## config.mk

```make
export PLATFORM = sky130hd
export DESIGN_NAME = sm_port_arbiter
export DESIGN_NICKNAME = d
export VERILOG_FILES = /design/src/rtl/sm_port_arbiter.sv
export SDC_FILE = /design/constraint.sdc
export NUM_CORES = 1
export LEC_CHECK = 0
export CAP_MARGIN = 20
export CORE_ASPECT_RATIO = 1.4
export CORE_MARGIN = 8
export CORE_UTILIZATION = 30
export CTS_CLUSTER_DIAMETER = 200
export DETAILED_ROUTE_END_ITERATION = 16
export PLACE_DENSITY = 0.78
export SETUP_SLACK_MARGIN = 0.3
export SYNTH_ARGS = -nofsm -noshare
export SYNTH_HDL_FRONTEND = slang
export SYNTH_SLANG_ARGS = --single-unit
```

## constraint.sdc

```tcl
create_clock -name clk_100MHz -period 3 [get_ports clk_100MHz]
set_clock_uncertainty 0.05 [all_clocks]
set_input_delay 0.6 -clock clk_100MHz [delete_from_list [all_inputs] [get_ports clk_100MHz]]
set_output_delay 0.6 -clock clk_100MHz [all_outputs]
set_load 0.05 [all_outputs]
```

## src/rtl/sm_port_arbiter.sv

```systemverilog
// sm_port_arbiter: shares the single-ported system memory between the pipeline
// MEM stage (P) and the host/initialisation loader (H).
//
// Handshake: a requester raises req with we/addr/wdata and holds all of them
// stable until it sees gnt high in the same cycle; gnt high means the access
// was accepted that cycle. Read responses come back as a one-cycle rvalid
// pulse with rdata, two cycles after the grant, in grant order, with no
// backpressure. err is a one-cycle pulse one cycle after a bad-address grant.
module sm_port_arbiter #(
    parameter int SM_DEPTH = 128,
    parameter int ADDR_W   = $clog2(SM_DEPTH << 2)
) (
    input  logic              clk_100MHz,
    input  logic              reset_n,
    input  logic              mem_init,
    input  logic              p_req,
    input  logic              p_we,
    input  logic [ADDR_W-1:0] p_addr,
    input  logic [31:0]       p_wdata,
    output logic              p_gnt,
    output logic              p_rvalid,
    output logic [31:0]       p_rdata,
    output logic              p_err,
    input  logic              h_req,
    input  logic              h_we,
    input  logic [ADDR_W-1:0] h_addr,
    input  logic [31:0]       h_wdata,
    output logic              h_gnt,
    output logic              h_rvalid,
    output logic [31:0]       h_rdata,
    output logic              h_err,
    output logic [ADDR_W-1:0] sm_writeAddr,
    output logic [31:0]       sm_writeData,
    output logic              sm_writeEn,
    output logic [ADDR_W-1:0] sm_readAddr,
    output logic              sm_readEn,
    input  logic [31:0]       sm_readData,
    output logic              stall_pipe,
    output logic [1:0]        dbg_state
);

    typedef enum logic [1:0] {
        ST_RUN   = 2'd0,
        ST_DRAIN = 2'd1,
        ST_INIT  = 2'd2
    } state_t;

    localparam logic [31:0] DEPTH_U = 32'(SM_DEPTH);

    state_t      state_q, state_d;
    logic        last_gnt_q, last_gnt_d;     // 1 = H won the last grant
    logic        rd_pend_q, rd_pend_d;       // read in its memory data cycle
    logic        rd_owner_q, rd_owner_d;     // 1 = that read belongs to H
    logic        rd_bad_q, rd_bad_d;         // that read had a bad address
    logic        p_rvalid_q, p_rvalid_d;
    logic        h_rvalid_q, h_rvalid_d;
    logic [31:0] p_rdata_q, p_rdata_d;
    logic [31:0] h_rdata_q, h_rdata_d;
    logic        p_err_q, p_err_d;
    logic        h_err_q, h_err_d;

    logic              any_gnt;
    logic              sel_we;
    logic [ADDR_W-1:0] sel_addr;
    logic [31:0]       sel_wdata;
    logic              sel_bad;
    logic              rd_gnt;

    // Misaligned or beyond the last word: granted, but never reaches memory.
    function automatic logic addr_bad(input logic [ADDR_W-1:0] a);
        return (a[1:0] != 2'b00) || (32'(a[ADDR_W-1:2]) >= DEPTH_U);
    endfunction

    // Grant selection: round-robin in RUN, host only in INIT, nobody in DRAIN or reset.
    always_comb begin
        p_gnt = 1'b0;
        h_gnt = 1'b0;
        if (reset_n) begin
            case (state_q)
                ST_RUN: begin
                    if (p_req && h_req) begin
                        p_gnt = last_gnt_q;
                        h_gnt = !last_gnt_q;
                    end else begin
                        p_gnt = p_req;
                        h_gnt = h_req;
                    end
                end
                ST_INIT: h_gnt = h_req;
                default: ;
            endcase
        end
    end

    // Route the granted access onto the memory strobes in the same cycle.
    always_comb begin
        any_gnt      = p_gnt || h_gnt;
        sel_we       = h_gnt ? h_we : p_we;
        sel_addr     = h_gnt ? h_addr : p_addr;
        sel_wdata    = h_gnt ? h_wdata : p_wdata;
        sel_bad      = addr_bad(sel_addr);
        rd_gnt       = any_gnt && !sel_we;
        sm_writeEn   = any_gnt && sel_we && !sel_bad;
        sm_readEn    = rd_gnt && !sel_bad;
        sm_writeAddr = sm_writeEn ? sel_addr : '0;
        sm_writeData = sm_writeEn ? sel_wdata : '0;
        sm_readAddr  = sm_readEn ? sel_addr : '0;
    end

    // Next state of the FSM, the read pipeline and the response registers.
    always_comb begin
        state_d    = state_q;
        last_gnt_d = last_gnt_q;
        if (p_gnt) last_gnt_d = 1'b0;
        if (h_gnt) last_gnt_d = 1'b1;

        rd_pend_d  = rd_gnt;
        rd_owner_d = h_gnt;
        rd_bad_d   = sel_bad;

        p_err_d    = p_gnt && sel_bad;
        h_err_d    = h_gnt && sel_bad;

        p_rvalid_d = rd_pend_q && !rd_owner_q;
        h_rvalid_d = rd_pend_q && rd_owner_q;
        p_rdata_d  = p_rdata_q;
        h_rdata_d  = h_rdata_q;
        if (p_rvalid_d) p_rdata_d = rd_bad_q ? 32'd0 : sm_readData;
        if (h_rvalid_d) h_rdata_d = rd_bad_q ? 32'd0 : sm_readData;

        case (state_q)
            ST_RUN: begin
                // A read granted now still needs its data cycle before H owns memory.
                if (mem_init) state_d = rd_gnt ? ST_DRAIN : ST_INIT;
            end
            ST_DRAIN: begin
                // The drained read is in its data cycle now; nothing is left after this edge.
                state_d = mem_init ? ST_INIT : ST_RUN;
            end
            ST_INIT: begin
                if (!mem_init) state_d = ST_RUN;
            end
            default: state_d = ST_RUN;
        endcase
    end

    // State registers; reset discards any read in flight.
    always_ff @(posedge clk_100MHz or negedge reset_n) begin
        if (!reset_n) begin
            state_q    <= ST_RUN;
            last_gnt_q <= 1'b1;
            rd_pend_q  <= 1'b0;
            rd_owner_q <= 1'b0;
            rd_bad_q   <= 1'b0;
            p_rvalid_q <= 1'b0;
            h_rvalid_q <= 1'b0;
            p_rdata_q  <= 32'd0;
            h_rdata_q  <= 32'd0;
            p_err_q    <= 1'b0;
            h_err_q    <= 1'b0;
        end else begin
            state_q    <= state_d;
            last_gnt_q <= last_gnt_d;
            rd_pend_q  <= rd_pend_d;
            rd_owner_q <= rd_owner_d;
            rd_bad_q   <= rd_bad_d;
            p_rvalid_q <= p_rvalid_d;
            h_rvalid_q <= h_rvalid_d;
            p_rdata_q  <= p_rdata_d;
            h_rdata_q  <= h_rdata_d;
            p_err_q    <= p_err_d;
            h_err_q    <= h_err_d;
        end
    end

    assign p_rvalid   = p_rvalid_q;
    assign h_rvalid   = h_rvalid_q;
    assign p_rdata    = p_rdata_q;
    assign h_rdata    = h_rdata_q;
    assign p_err      = p_err_q;
    assign h_err      = h_err_q;
    assign stall_pipe = (state_q != ST_RUN);
    assign dbg_state  = state_q;

endmodule

```

# Word level (Yosys, flattened, before mapping)
# Cells that the tools add are included.
# W data, S select, Z words.
[word_totals] register_bits=74 wordCells=54
[classes] n_eq_ne=4 muxes=20 n_reduce_logical=19
[op_table] operator="$mux W32" n=3
[op_table] operator="$mux W9" n=3
[op_table] operator="$logic_and A1 B1 Y1" n=9
[op_table] operator="$mux W1" n=8
[op_table] operator="$mux W2" n=4
[op_table] operator="$pmux W2 S3" n=1
[op_table] operator="$reduce_bool A2 Y1" n=3
[op_table] operator="$logic_not A1 Y1" n=4
[op_table] operator="$ne A2 B2 Y1 const B" n=2
[op_table] operator="$eq A2 B1 Y1 const B" n=1
[op_table] operator="$eq A2 B2 Y1 const B" n=1
[op_table] operator="$logic_not A2 Y1" n=1
[op_table] operator="$pmux W1 S2" n=1
[op_table] operator="$reduce_and A2 Y1" n=1
[op_table] operator="$logic_or A1 B1 Y1" n=1

# Longest topological paths before layout
[depth] ltp_word=10 mapped_depth=6

# Least setup slack after synthesis
# Ideal clock, no wire load.
[synth_path] path_type="register to output" start="register state_q[0], in the netlist dbg_state[0]" end="output sm_readAddr[2]" arrival_time_ns=2.171 path_slack_ns=0.179 stages_incl_launch_ff=6 path_buffers=2 path_cell_list="dfrtp_1 > nand3b_2 > buf_4 > buf_2 > o211ai_1 > a21oi_1"
[synth_via] elab_chain_cells=8 word_cells_on_any_way=15 cone_classes="1 x eq/ne; 7 x mux; 7 x reduce/logical"
[synth_rtl] item="start, declared" line="50" text="state_t state_q, state_d;"
[synth_rtl] item="start signal, assigned" line="162" text="state_q <= state_d;"
[synth_rtl] item="$eq A2 B2 Y1 / $logic_not A2 Y1 (equally long branches)" line="79" text="case (state_q)"
[synth_rtl] item="$pmux W1 S2" line="79"
[synth_rtl] item="$mux W1" line="78" text="if (reset_n) begin"
[synth_rtl] item="$mux W9 / $mux W1 (equally long branches)" line="99, 98"
[synth_rtl] item="$reduce_bool A2 Y1 / $logic_not A1 Y1 (equally long branches)" line="71, 102"
[synth_rtl] item="$logic_not A1 Y1 / $logic_and A1 B1 Y1 (equally long branches)" line="104, 102"
[synth_rtl] item="$logic_and A1 B1 Y1" line="104" text="sm_readEn = rd_gnt && !sel_bad;"
[synth_rtl] item="$mux W9 *" line="107" text="sm_readAddr = sm_readEn ? sel_addr : '0;"
[synth_rtl] item="end, declared" line="35" text="output logic [ADDR_W-1:0] sm_readAddr,"
# Mark *: on every way between the ends. The rest lies on a longest branch, timed or not.

# Final worst setup path
[layout_path] start="input p_req" end="output sm_writeData[14]"
[layout_via] elab_chain_cells=9 word_cells_on_any_way=16 cone_classes="10 x mux; 6 x reduce/logical"
[layout_rtl] item="start, declared" line="16" text="input logic p_req,"
[layout_rtl] item="$logic_and A1 B1 Y1" line="81" text="if (p_req && h_req) begin"
[layout_rtl] item="$mux W1" line="81"
[layout_rtl] item="$pmux W1 S2" line="79"
[layout_rtl] item="$mux W1" line="78"
[layout_rtl] item="$mux W9" line="99" text="sel_addr = h_gnt ? h_addr : p_addr;"
[layout_rtl] item="$reduce_bool A2 Y1" line="71" text="return (a[1:0] != 2'b00) || (32'(a[ADDR_W-1:2]) >= DEPTH_U);"
[layout_rtl] item="$logic_not A1 Y1" line="103" text="sm_writeEn = any_gnt && sel_we && !sel_bad;"
[layout_rtl] item="$logic_and A1 B1 Y1" line="103"
[layout_rtl] item="$mux W32 *" line="106" text="sm_writeData = sm_writeEn ? sel_wdata : '0;"
[layout_rtl] item="end, declared" line="33" text="output logic [31:0] sm_writeData,"
# Marked as above.

==> run summary <==
The run finished with clean final reports. The worst setup path is captured at an output pin. The first-iteration detailed-routing DRC count came out at 264. The tools report the category of the worst setup path launch point as an input port. The detail route stage leaves a number of antenna-violating nets equal to 0. Ranked by total cell area, the synthesized netlist is headed by dfrtp_1, o211ai_1, o21ai_0, nand4_1, nand2_1. For this design the static power due to leakage is 2.95 nW. Before antenna repair, the detailed router went through 4 iterations. The tools report the count of nets after finishing as 831.

Clock-pin slew was measured on the worst setup and hold paths at 60 ps. The area growth from synthesis to layout is 86.1%. For this configuration, the core starts out at a cell density of 30.5%. The part of the power in combinational logic is 45.0%, and the share of Yosys cell area claimed by the top area cell type is 45.1%.

Die footprint: 0.0175 mm2. At the placement stage, the worst setup path has a slack of 62.0 ps. The sum of negative setup slack was 0 ps; the reported max-cap violation count was 0.

The sequential fraction of design power is 31.1%, and the DRC violation count after routing is 0. The clock reaches the later pin of the worst-skew pair after 320 ps. Based on the critical path, the design can be clocked at up to 375 MHz. In this run the cell area of the synthesized design comes to 0.00405 mm2. Leaving out filler cells and counting taps, the final layout contains 897. The region available for standard cell placement spans 0.0133 mm2. Net switching is 40.9% of the power. Detailed routing inserted a total of 4718 vias. The run gives 0 as the number of setup violations in the final report. Summed over all layers, the global routing overflow is 0. The highest fanout seen on the critical path works out to 12.

For this run, the number of Yosys warnings is 0. Measured along the y axis, the die boundary spans 153 um. Entering global routing, the biggest net connects 73 pins. For the pin with the worst max-slew slack, the measured transition is 898 ps. The run gives 0 as the total inserted antenna cells. After synthesis, the netlist uses 32 different library cells.

The tree is rooted in a clkbuf_16. The logs give 246 for the top-level port count and 0 for the initial antenna violation count. The min-delay analysis places its worst path in the category in -> async. In the routed layout, each cell is associated on average with a via count of 5.26. The first global-routing pass estimated 28.0 mm of wire. The library cells used most frequently in the layout, excluding fill and tap cells, are clkdlybuf4s50_1, dfrtp_1, nand2_1, o21ai_0, nand4_1. The design draws 0.00424 W. In this run the tool buffered the top-level ports with 241 buffer cells. The startpoint identified for the worst register-to-register timing path is last_gnt_q. For flop-to-flop paths, the worst setup slack is 1110 ps.

Across all setup checks in the final design, the least slack found is 331 ps. The clock drives 74 sinks. The final layout contains routed wiring with a total length of 18.0 mm.

Most frequent standard cell in the layout excluding fill and tap cells: clkdlybuf4s50_1. The cell area power density is 563 mW/mm2, and the total clock buffers created by CTS is 9. For this run, asynchronously set or reset flops after synthesis account for 100%. The final critical path takes up 89.0% of the cycle. In this run, placement finished with an instance count of 858.

TritonCTS built the clock tree. The longest clock path from root to sink contains 2 buffers. The number of synthesized flops with an enable pin is 0. The run gives 5106 as the via count of the first global-routing pass.

Setup repair after global routing could not meet its margin everywhere. Number of max-slew violations in the final report: 0. Number of cell instances on the worst register-to-register path: 5. Global routing used 20.2% of the available tracks. The floorplan has 50 rows. The net switching power of the design was 0.00173 W. The tightest hold path in the finished design has a slack of 21.9 ps. For the worst setup path, the data arrival time is 2020 ps. The endpoint identified for the worst register-to-register timing path is p_err.

The run gives 0.295 mV as the maximum vdd drop. The H-tree was split into 3 levels. Summed over all nets, the half-perimeter wirelength after detailed placement is 12.4 mm. The placer congestion estimate was 0.777.

Critical path start-end classification: in -> out. Headroom to the max-slew limit came out at 40.1%. The logs give 45.8% for the post-synthesis sequential area ratio and 0 for the final count of hold timing violations. For the finished layout, the period the worst path requires is 2670 ps. The synthesized design contains 74 register bits.

The fraction of layout instances using a drive strength above 1 is 22.9%, and the internal power is 0.00251 W. The leading register cell type out of synthesis is dfrtp_1. The clock network is responsible for 23.9% of the overall power.

Data on the critical path is required at its endpoint by 2350 ps. Counting every instance in the synthesized netlist gives 471. A synthesized cell averages 8.59 um2.

Width of the chip: 114 um. In the final routed layout, each cell accounts on average for 20.1 um. Cell type with the largest total area after synthesis: dfrtp_1.
final cells by class:
class,count,area (um2)
fill,1150,5730
timing repair buffer,281,3040
multi-input combinational,341,2110
sequential,74,1850
clock buffer,11,253
tap,182,228
clock inverter,5,38.8
inverter,3,11.3
through the flow:
stage	area (um2)	utilization, %
finish	7530	56.8
global route	7530	56.8
CTS	7470	56.3
detailed placement	6710	50.6
global placement	6710	50.6
floorplan	4210	-
how the worst max path moves through the flow:
stage | start | endpoint | slack, ps | cells after the start
finish | p_req | sm_writeData[14] | 330 | 7
global route | p_req | sm_writeData[14] | 290 | 7
detailed placement | h_req | sm_writeData[20] | 60 | 6
floorplan | p_addr[0] | sm_writeAddr[2] | 300 | 4
CTS | last_gnt_q | sm_writeData[13] | 330 | 6
global placement | h_req | sm_writeData[20] | 80 | 6
flip-flops by register name, summed over array words and instances (netlist names):
register / flops
h_rdata: 32
p_rdata: 32
dbg_state: 2
h_err: 1
h_rvalid: 1
last_gnt_q: 1
p_err: 1
p_rvalid: 1
rd_bad_q: 1
rd_owner_q: 1
rd_pend_q: 1
logic make-up after synthesis:
logic type	count (synthesis)	synth area share [%]
DFF	74	45.8
buffers and inverters	59	7.48
and+or+nand+nor	169	22.3
other	1	0.0926
AOI/OAI and AO/OA	168	24.3
cell usage after synthesis (all sizes together) (2+ instances only):
cell type and number:
nor2 4, o21ai 68, o211ai 46, nor2b 2, nor3b 3, a21oi 49
nand4 46, nand2 68, nand2b 33, nand3b 2, and3b 2, buf 24
nor3 4, nand3 2, inv 3, dfrtp 73, clkbuf 32
metal layers:
layer	track usage (%)	routed length, um	vias up
met2	34.7	8950	264
met1	21.5	6700	2232
met4	9.48	601	0
met3	7.02	1740	43
met5	0	0	-
li1	-	-	2179
power groups by stage:
stage | clock [W] | combinational, W | sequential (W)
after floorplan | 0 | 0.000371 | 0.00202
after global placement | 0 | 0.00178 | 0.00133
after detailed placement | 0 | 0.00181 | 0.00134
after CTS | 0.00104 | 0.00190 | 0.00132
after global routing | 0.00109 | 0.00201 | 0.00134
final | 0.00101 | 0.00191 | 0.00132
worst max-delay path: stages:
cell and delay [ps]:
dlygate4sd2_1 260, and3b_2 250, buf_6 140, bufbuf_16 270, o211ai_1 230, a21oi_2 100
buf_6 160
timing repair:
item / 4_1_cts / 5_1_grt
gates resized for setup: 45 / 4
setup endpoints to repair: 49 / 15
pin swaps: 23 / 7
hold buffers: 0 / 0
buffers inserted: 11 / 1
cloned: 9 / 0
Power figures use the tool's default switching activity.
==> edit (same flow settings) <==
Reset style: synchronous (`reset_n`), changed in one clocked block.
--- a/src/rtl/sm_port_arbiter.sv
+++ b/src/rtl/sm_port_arbiter.sv
@@ -146,5 +146,5 @@
 
     // State registers; reset discards any read in flight.
-    always_ff @(posedge clk_100MHz or negedge reset_n) begin
+    always_ff @(posedge clk_100MHz) begin
         if (!reset_n) begin
             state_q    <= ST_RUN;
Formal check against the unedited RTL: differs if reset_n is asserted again (counterexample within 4 cycles, from zero or initial values and one cycle with reset_n low); with reset_n held inactive, the same outputs for 10 cycles.
==> edit against the unedited design <==
Sequential cell count stayed put. Wire length is 7.3% lower. Critical path depth is 1 higher. Setup slack better by 0.025 ns. Non-clock buffer count is 11 lower. Cell area is 4.8% lower. Synthesized area is 15% lower.
Power is not compared: it rests on default switching activity, and its combinational part moved more than twofold at a synthesized area within 25%.
==> edit: results (changes against the unedited design) <==
Critical path
  • Worst path slowest cell: nor4_4
  • Reg2reg path depth: 4 (-1)
  • Crit-path max FO: 5 (-7)
  • Worst reg2reg path startpoint: dbg_state[0]
  • Critical Path Max Stage Delay: 0.29 ns (+0.02 ns)
  • Reg2Reg Setup Slack: 1.20 ns (+0.09 ns)
  • FF-to-FF End: p_err
  • Worst setup path start: h_we
  • Critical path capture point: sm_writeData[9]

Route
  • Via count: 4172 (-12%)
  • Final wirelength: 16700 um (-7.3%)
  • Iteration-0 DRC Markers: 209 (-21%)
  • Drt wl/cell: 20.3 um (+1.5%)

Clock tree
  • Setup Fix Bufs, Post-CTS: 7 (-4)
  • Gates resized, CTS repair: 51 (+13%)

Synth
  • Cell variety after synth: 34 (+6.3%)
  • Top cells by count, synth: nand2_1, dfxtp_1, a21oi_1
  • Syn Area/Cell: 8.04 um^2 (-6.4%)
  • Area contributors post-synth: dfxtp_1, nand2_1, a21oi_1
  • Sequential share of the synthesized area: 43.2% (-2.6 points)
  • Cells after synthesis: 426 (-9.6%)
  • EDFF count, synth: 0 (unchanged)
  • Async set-reset flop share out of synthesis: 0% (-100 points)

Layout
  • Signal buf overhead: 45.0% (+4.6 points)
  • Layout cells sized above 1: 22.2% (-0.75 points)
  • Non-CTS buffers: 270 (-3.9%)
  • Clock buffer cells: 10 (-1)
  • Area occupied by multi-input gates: 1970 um^2 (-6.2%)
  • P&R area growth vs syn: 109%
  • Nets: 793 (-4.6%)
  • Clock buf/inv share: 4.10% (+0.23 points)
  • Multi-In Gates: 312 (-8.5%)
  • Fillers: 875 (-24%)
  • Register area: 1480 um^2 (-20%)
  • Invs w/o clock: 5 (+2)

Place
  • Place WS: -0.0849 ns (-0.147 ns)
  • HPWL after DPL: 12800 um (+2.6%)
  • Final GP Congestion: 0.877 (+13%)
  • Dpl cell area: 6480 um^2 (-3.3%)

STA
  • Final period util: 88.1% (-0.83 points)
  • Max_slew headroom: 46.7% (+6.6 points)
  • Fin Hold WS: 0.404 ns (+0.382 ns)

Global routing
  • Vias in the first global route: 4331 (-15%)
  • Gr usage total: 20.9% (+0.67 points)
  • Largest net degree at the start of global routing: 44 (-40%)

Hold path
  • Hold crit path type: reg2reg

Outcome
  • Status: completed
edit: cells by family (layout without fill, tap and decap cells):
family | Yosys count | in the layout | synth area share, %
and+or+nand+nor | 190 | 190 | 27.0
DFF | 74 | 74 | 43.2
AOI/OAI and AO/OA | 118 | 118 | 23.5
other | 1 | 4 | 0.109
buffers and inverters | 43 | 290 | 6.17
edit: power by group:
group | total, mW | switching, mW | leakage, nW | internal (mW)
Clock | 1.04 | 0.379 | 0.140 | 0.658
Combinational | 0.620 | 0.329 | 2.02 | 0.291
Sequential | 1.03 | 0.0161 | 0.600 | 1.01
Total | 2.68 | 0.724 | 2.76 | 1.96
edit: per-layer routing:
| metal | track usage (%) | share of wire, % | up-vias |
|---|---|---|---|
| li1 | - | - | 1940 |
| met1 | 21.3 | 37 | 1972 |
| met2 | 37.4 | 51 | 234 |
| met3 | 9.38 | 11 | 26 |
| met4 | 5.65 | 1.9 | 0 |
| met5 | 0 | 0 | - |
